File: src/rtl/mmio_switch_debouncer.sv
// Memory-mapped slide-switch input: synchronizer, per-bit debounce, sticky change register.
// Optional SW_IRQ_EN adds a writable irq mask at BASE_ADDR+3 and a registered change interrupt.
module mmio_switch_debouncer #(
    parameter int          WIDTH          = 16,
    parameter logic [31:0] BASE_ADDR      = 32'd4000,
    parameter int          TICK_DIV       = 100000,
    parameter int          STABLE_SAMPLES = 4
) (
    input  logic              clock,
    input  logic              reset,
    input  logic [WIDTH-1:0]  sw_in,
    input  logic [31:0]       io_addr,
    input  logic              io_rd,
`ifdef SW_IRQ_EN
    input  logic              io_wr,
    input  logic [31:0]       io_wdata,
`endif
    output logic [31:0]       rd_data,
    output logic              hit,
    output logic              irq
);

    localparam int CW = (TICK_DIV > 1) ? $clog2(TICK_DIV) : 1;
    localparam logic [CW-1:0] TICK_LAST = CW'(TICK_DIV - 1);

    logic [WIDTH-1:0] sync1;
    logic [WIDTH-1:0] sw_sync;
    logic [WIDTH-1:0] sw_stable;
    logic [WIDTH-1:0] sw_changed;
    logic [WIDTH-1:0] sw_changed_next;
    logic [WIDTH-1:0] toggle;
    logic [WIDTH-1:0] mask_rd;

    logic [WIDTH-1:0][STABLE_SAMPLES-1:0] window;
    logic [WIDTH-1:0][STABLE_SAMPLES-1:0] window_next;

    logic [CW-1:0] tick_cnt;
    logic          tick;
    logic          sel_val;
    logic          sel_chg;
    logic          sel_msk;
    logic          clr;

    assign tick    = (tick_cnt == TICK_LAST);
    assign sel_val = (io_addr == BASE_ADDR);
    assign sel_chg = (io_addr == BASE_ADDR + 32'd2);
    assign clr     = io_rd & sel_chg;
    assign hit     = sel_val | sel_chg | sel_msk;

    always_ff @(posedge clock or posedge reset) begin
        if (reset) begin
            sync1   <= '0;
            sw_sync <= '0;
        end else begin
            sync1   <= sw_in;
            sw_sync <= sync1;
        end
    end

    always_ff @(posedge clock or posedge reset) begin
        if (reset) begin
            tick_cnt <= '0;
        end else if (tick) begin
            tick_cnt <= '0;
        end else begin
            tick_cnt <= tick_cnt + 1'b1;
        end
    end

    // Acceptance looks at the window including the sample taken this tick.
    always_comb begin
        window_next = '0;
        toggle      = '0;
        for (int b = 0; b < WIDTH; b++) begin
            window_next[b] = {window[b][STABLE_SAMPLES-2:0], sw_sync[b]};
            if (sw_stable[b]) begin
                toggle[b] = tick & ~(|window_next[b]);
            end else begin
                toggle[b] = tick & (&window_next[b]);
            end
        end
    end

    // A new change bit beats a same-cycle clear.
    assign sw_changed_next = (clr ? '0 : sw_changed) | toggle;

    always_ff @(posedge clock or posedge reset) begin
        if (reset) begin
            window     <= '0;
            sw_stable  <= '0;
            sw_changed <= '0;
        end else begin
            if (tick) begin
                window <= window_next;
            end
            sw_stable  <= sw_stable ^ toggle;
            sw_changed <= sw_changed_next;
        end
    end

`ifdef SW_IRQ_EN
    logic [WIDTH-1:0] irq_mask;
    logic             irq_q;

    assign sel_msk = (io_addr == BASE_ADDR + 32'd3);
    assign mask_rd = irq_mask;
    assign irq     = irq_q;

    always_ff @(posedge clock or posedge reset) begin
        if (reset) begin
            irq_mask <= '0;
            irq_q    <= 1'b0;
        end else begin
            if (io_wr && sel_msk) begin
                irq_mask <= io_wdata[WIDTH-1:0];
            end
            irq_q <= |(sw_changed_next & irq_mask);
        end
    end

    if (WIDTH < 32) begin : g_wdata_hi
        logic unused_wdata_hi;
        assign unused_wdata_hi = ^io_wdata[31:WIDTH];
    end
`else
    assign sel_msk = 1'b0;
    assign mask_rd = '0;
    assign irq     = 1'b0;
`endif

    always_comb begin
        rd_data = '0;
        if (sel_val) begin
            rd_data = 32'(sw_stable);
        end else if (sel_chg) begin
            rd_data = 32'(sw_changed);
        end else if (sel_msk) begin
            rd_data = 32'(mask_rd);
        end
    end

endmodule

File: config.mk
export PLATFORM = sky130hd
export DESIGN_NAME = mmio_switch_debouncer
export DESIGN_NICKNAME = d
export VERILOG_FILES = /design/src/rtl/mmio_switch_debouncer.sv
export SDC_FILE = /design/constraint.sdc
export NUM_CORES = 1
export LEC_CHECK = 0
export ABC_CLOCK_PERIOD_IN_PS = 4750
export CORE_UTILIZATION = 45
export DETAILED_ROUTE_END_ITERATION = 7
export GPL_TIMING_DRIVEN = 1
export PLACE_DENSITY = 0.69
export SLEW_MARGIN = 10
export SYNTH_ARGS = -nofsm -noshare
export SYNTH_HDL_FRONTEND = slang
export SYNTH_SLANG_ARGS = --single-unit
File: constraint.sdc
create_clock -name clock -period 4.75 [get_ports clock]
set_clock_uncertainty 0.05 [all_clocks]
set_input_delay 0.475 -clock clock [delete_from_list [all_inputs] [get_ports clock]]
set_output_delay 0.475 -clock clock [all_outputs]
set_load 0.02 [all_outputs]
* Yosys cells after proc, flatten, opt, wreduce, memory -nomap -nowiden
Index checks and enable logic that the tools add are counted.
Cells by class: add/subtract/negate cells 1, eq/ne operators 3, mux-type cells 20, bitwise operators 52, reduce and logical (&&, ||, !) cells 32
Operators with widths (count):
- $eq A32 B12 Y1 const B | 2
- $reduce_and A4 Y1 | 16
- $reduce_or A4 Y1 | 16
- $and A1 B1 Y1 | 33
- $mux W16 | 2
- $mux W32 | 1
- $add A17 B1 Y17 const B | 1
- $eq A17 B17 Y1 const B | 1
- $mux W17 | 1
- $mux W1 | 16
- $not A1 Y1 | 16
- $or A16 B16 Y16 | 1
- $xor A16 B16 Y16 | 1
- $or A1 B1 Y1 | 1
Storage, ports and cells: register bits 129, output and inout bits 34

* Longest topological paths before layout
word-level depth 5, gate-level depth with buffers 8, gate-level depth less buffers 5

* Worst setup path after synthesis
Ideal clock, no wire load.
path type in2out, from input io_addr[13], to output rd_data[10], arrival 2210 ps, data required time 4225 ps, setup slack 2015 ps, cell stages on the path 6, path buffers 3, path through or4_1 > or4_1 > buf_2 > buf_6 > buf_2 > nor2_1
Between the ends: word-level cells in the longest chain between the ends 3
Ends and longest elaborated chain:
- start: declaration | RTL line 12 | input logic [31:0] io_addr,
- $eq A32 B12 Y1 | RTL line 46 | assign sel_chg = (io_addr == BASE_ADDR + 32'd2);
- $mux W16 | RTL line 135 | end else if (sel_chg) begin
- $mux W32 (*) | RTL line 133 | if (sel_val) begin
- end: declaration | RTL line 18 | output logic [31:0] rd_data,
Mark *: on every way between the ends. The rest lies on a longest branch, timed or not.

* Final worst setup path
Ends and elaborated chain as after synthesis.

==> flow_metrics.env <==
export IMPL_status="completed"
export IMPL_syn_avg_cell_area_um2=10.1
export IMPL_grt_pass1_wl_mm=18.9
export IMPL_clk_latency_ns=0.42
export IMPL_avgRoutedWirePerCell_um=14.4
export IMPL_cp_num_buf_inv=3
export IMPL_cts_resized=0
export IMPL_swShare_pct=18.6
export IMPL_n_antenna_cell=0
export IMPL_hp_start="sync1[4]$_DFF_PP0_"
export IMPL_p_int_mw=2.32
export IMPL_crit_chain="clkdlybuf4s50_1, or4_1, or4_1, buf_4, nor2_1, clkdlybuf4s50_1"
export IMPL_dp_cells=735
export IMPL_fp_dieH_um=112
export IMPL_start_kind="input port"
export IMPL_hold_path_class="reg -> reg"
export IMPL_syn_cell_area_um2=5490
export IMPL_leakage_nw=3.28
export IMPL_max_stage_delay_ns=0.63
export IMPL_finish_utilization_pct=59.9
export IMPL_clock_sinks=129
export IMPL_tightest_slew_ns=1.07
export IMPL_netlist_top_cells_area="dfrtp_1, nand2_1, mux2i_1"
export IMPL_portBuffers=67
export IMPL_grt_max_degree=87
export IMPL_dp_hpwl_mm=6.94
export IMPL_synthMuxAreaShare_pct=3.46
export IMPL_cts_htree_levels=4
export IMPL_pwr_share_comb_pct=3.2
export IMPL_tritoncts="done"
export IMPL_syn_inst=543
export IMPL_crit_start="io_addr[13]"
export IMPL_path_max_fanout=24
export IMPL_p_seq_share_pct=39.4
export IMPL_path_delay_family="buffers and inverters"
export IMPL_yosysTopAreaCell="dfrtp_1"
export IMPL_synth_xor_area_share_pct=2.39
export IMPL_initial_core_util_pct=47.1
export IMPL_drtIter0Drc=190
export IMPL_netlist_cell_type_count=32
export IMPL_p_per_area_nw_per_um2=407
export IMPL_maxCapViolCount=0
export IMPL_ant_nets=0
export IMPL_grt_overflow_total=0
export IMPL_synth_top_area_share_pct=58.8
export IMPL_first_pass_iters=5
export IMPL_vias=4085
export IMPL_critPathArrivalTime_ns=2.96
export IMPL_cts_buffer_depth=2
export IMPL_final_max_slew_viol_count=0
export IMPL_crit_slowest_cell="clkdlybuf4s50_1"
export IMPL_antenna_found_initial=0
export IMPL_grt_total_usage_pct=19.3
export IMPL_ys_dominant_reg_cell="dfrtp_1"
export IMPL_grt_pass1_vias=4028
export IMPL_fp_dieArea_um2=12600
export IMPL_drc=0
export IMPL_cts_hold_buffers=0
export IMPL_synth_async_reset_ratio_pct=100
export IMPL_fin_cells=767
export IMPL_critPathRequiredTime_ns=4.22
export IMPL_drive_above_1_share_pct=6.57
export IMPL_gp_congestion=0.754
export IMPL_reg2regPathDepth=5
export IMPL_clk_pin_slew_ns=0.05
export IMPL_coreArea_um2=11700
export IMPL_synth_adder_area_share_pct=0.228
export IMPL_power_switching_mw=0.528
export IMPL_rows=39
export IMPL_slew_headroom_pct=28.4
export IMPL_tns_ns=0
export IMPL_ios=85
export IMPL_r2r_start="tick_cnt[0]$_DFF_PP0_"
export IMPL_drt_wl_total_mm=11.0
export IMPL_cts_buffers=17
export IMPL_area_growth_pct=27.2
export IMPL_cts_root_buf="clkbuf_16"
export IMPL_fin_crit_sh_pct=73.4
export IMPL_ys_seq_area_share_pct=58.8
export IMPL_synth_edff_count=0
export IMPL_synth_top_family_by_area="simple AND/OR/NAND/NOR gates"
export IMPL_crit_path_end_kind="output port"
export IMPL_crit_type="in -> out"
export IMPL_yosys_warnings=0
export IMPL_synth_compound_area_share_pct=8.05
export IMPL_viasPerCell=5.33
export IMPL_fmax_ghz=0.287
export IMPL_setup_violations=0
export IMPL_vdd_drop_max_uv=505
export IMPL_rrSetupSlack_ns=2.09
export IMPL_die_x_um=112
export IMPL_p_clk_share_pct=57.4
export IMPL_cp_num_cells=6
export IMPL_cts_setup_buffers=0
export IMPL_whs_path_depth=0
export IMPL_nets=663
export IMPL_grt_setup_unrepaired="no"
export IMPL_yosys_area_share_simple_pct=22.6
export IMPL_p_total_mw=2.84
export IMPL_fin_crit_ns=3.48
export IMPL_ys_seq_elements=129
export IMPL_finalHoldViolations=0
[kinds of logic after synthesis]
family	count (synthesis)
mux	19
simple gates	270
xor+xnor	15
buf+inv	44
other cells	1
compound gates	64
fa+ha+maj	1
flops	129
[Yosys cell counts, drive strengths merged (10+ instances only)]
| master | number |
|---|---|
| nor2 | 22 |
| nor4 | 16 |
| and2 | 14 |
| buf | 26 |
| clkbuf | 15 |
| o31ai | 15 |
| dfrtp | 129 |
| mux2i | 19 |
| xnor2 | 10 |
| nand4 | 20 |
| a221o | 13 |
| nand2 | 168 |
| o21ai | 27 |
[final cells by class]
type	count	area, um2
clock buffers	18	439
clock inverters	14	307
fillers	959	4680
inverters	3	13.8
multi-input cells	386	2080
flip-flops and latches	129	3230
well taps	143	179
repair buffers	74	736
[per-layer routing]
layer / GRT usage, % / up-vias / part of all wire (%)
met2: 32.5 / 69 / 51
met5: 0 / - / 0
li1: - / 1979 / -
met3: 5.72 / 7 / 2.8
met4: 6.58 / 0 / 0.91
met1: 23.6 / 2030 / 45
[flip-flops by register name, summed over array words and instances (netlist names)]
name and count:
sw_changed 16, sw_sync 16, sw_stable 16, window 48
tick_cnt 17, sync1 16
[path summary, 6_finish.rpt]
path	to
min in group asynchronous	sync1[2]$_DFF_PP0_
worst max register to register	sw_changed[0]$_DFF_PP0_
worst max-delay path	rd_data[10]
worst min register to register	sw_sync[4]$_DFF_PP0_
worst min-delay path	sw_sync[4]$_DFF_PP0_
max in group asynchronous	sw_sync[8]$_DFF_PP0_
[stage by stage]
stage                     hold slack (ns)  setup slack, ns  area, um2
after CTS                           0.300             1.26       6980
final                               0.297             1.27       6980
after detailed placement            0.287             1.26       6240
after global routing                0.303             1.17       6980
after global placement              0.283             1.26       6240
after floorplan                     0.281            0.784       5550
[placed cells by master, fill, tap and decap left out, types with 5 or more instances in the layout]
master             n
nand2_1          168
nand4_1           20
clkdlybuf4s50_1   67
o21ai_0           27
bufinv_16          9
nor4_1            16
dfrtp_1          129
buf_4              6
xor2_1             5
and2_1            14
clkbuf_16         17
a221o_1           13
mux2i_1           19
or4_1              7
xnor2_1           10
conb_1            17
nor2_1            22
nand3_1            7
o31ai_1           15
[power by group through the flow]
stage | combinational, mW | clock (mW) | sequential (mW)
2_1_floorplan | 0.0516 | 0 | 1.14
3_3_place_gp | 0.0929 | 0 | 1.14
3_5_place_dp | 0.0943 | 0 | 1.14
4_1_cts | 0.0950 | 1.66 | 1.12
5_1_grt | 0.102 | 1.70 | 1.12
6_report | 0.0924 | 1.63 | 1.12
Note: power is estimated with default switching activity, not from simulation.
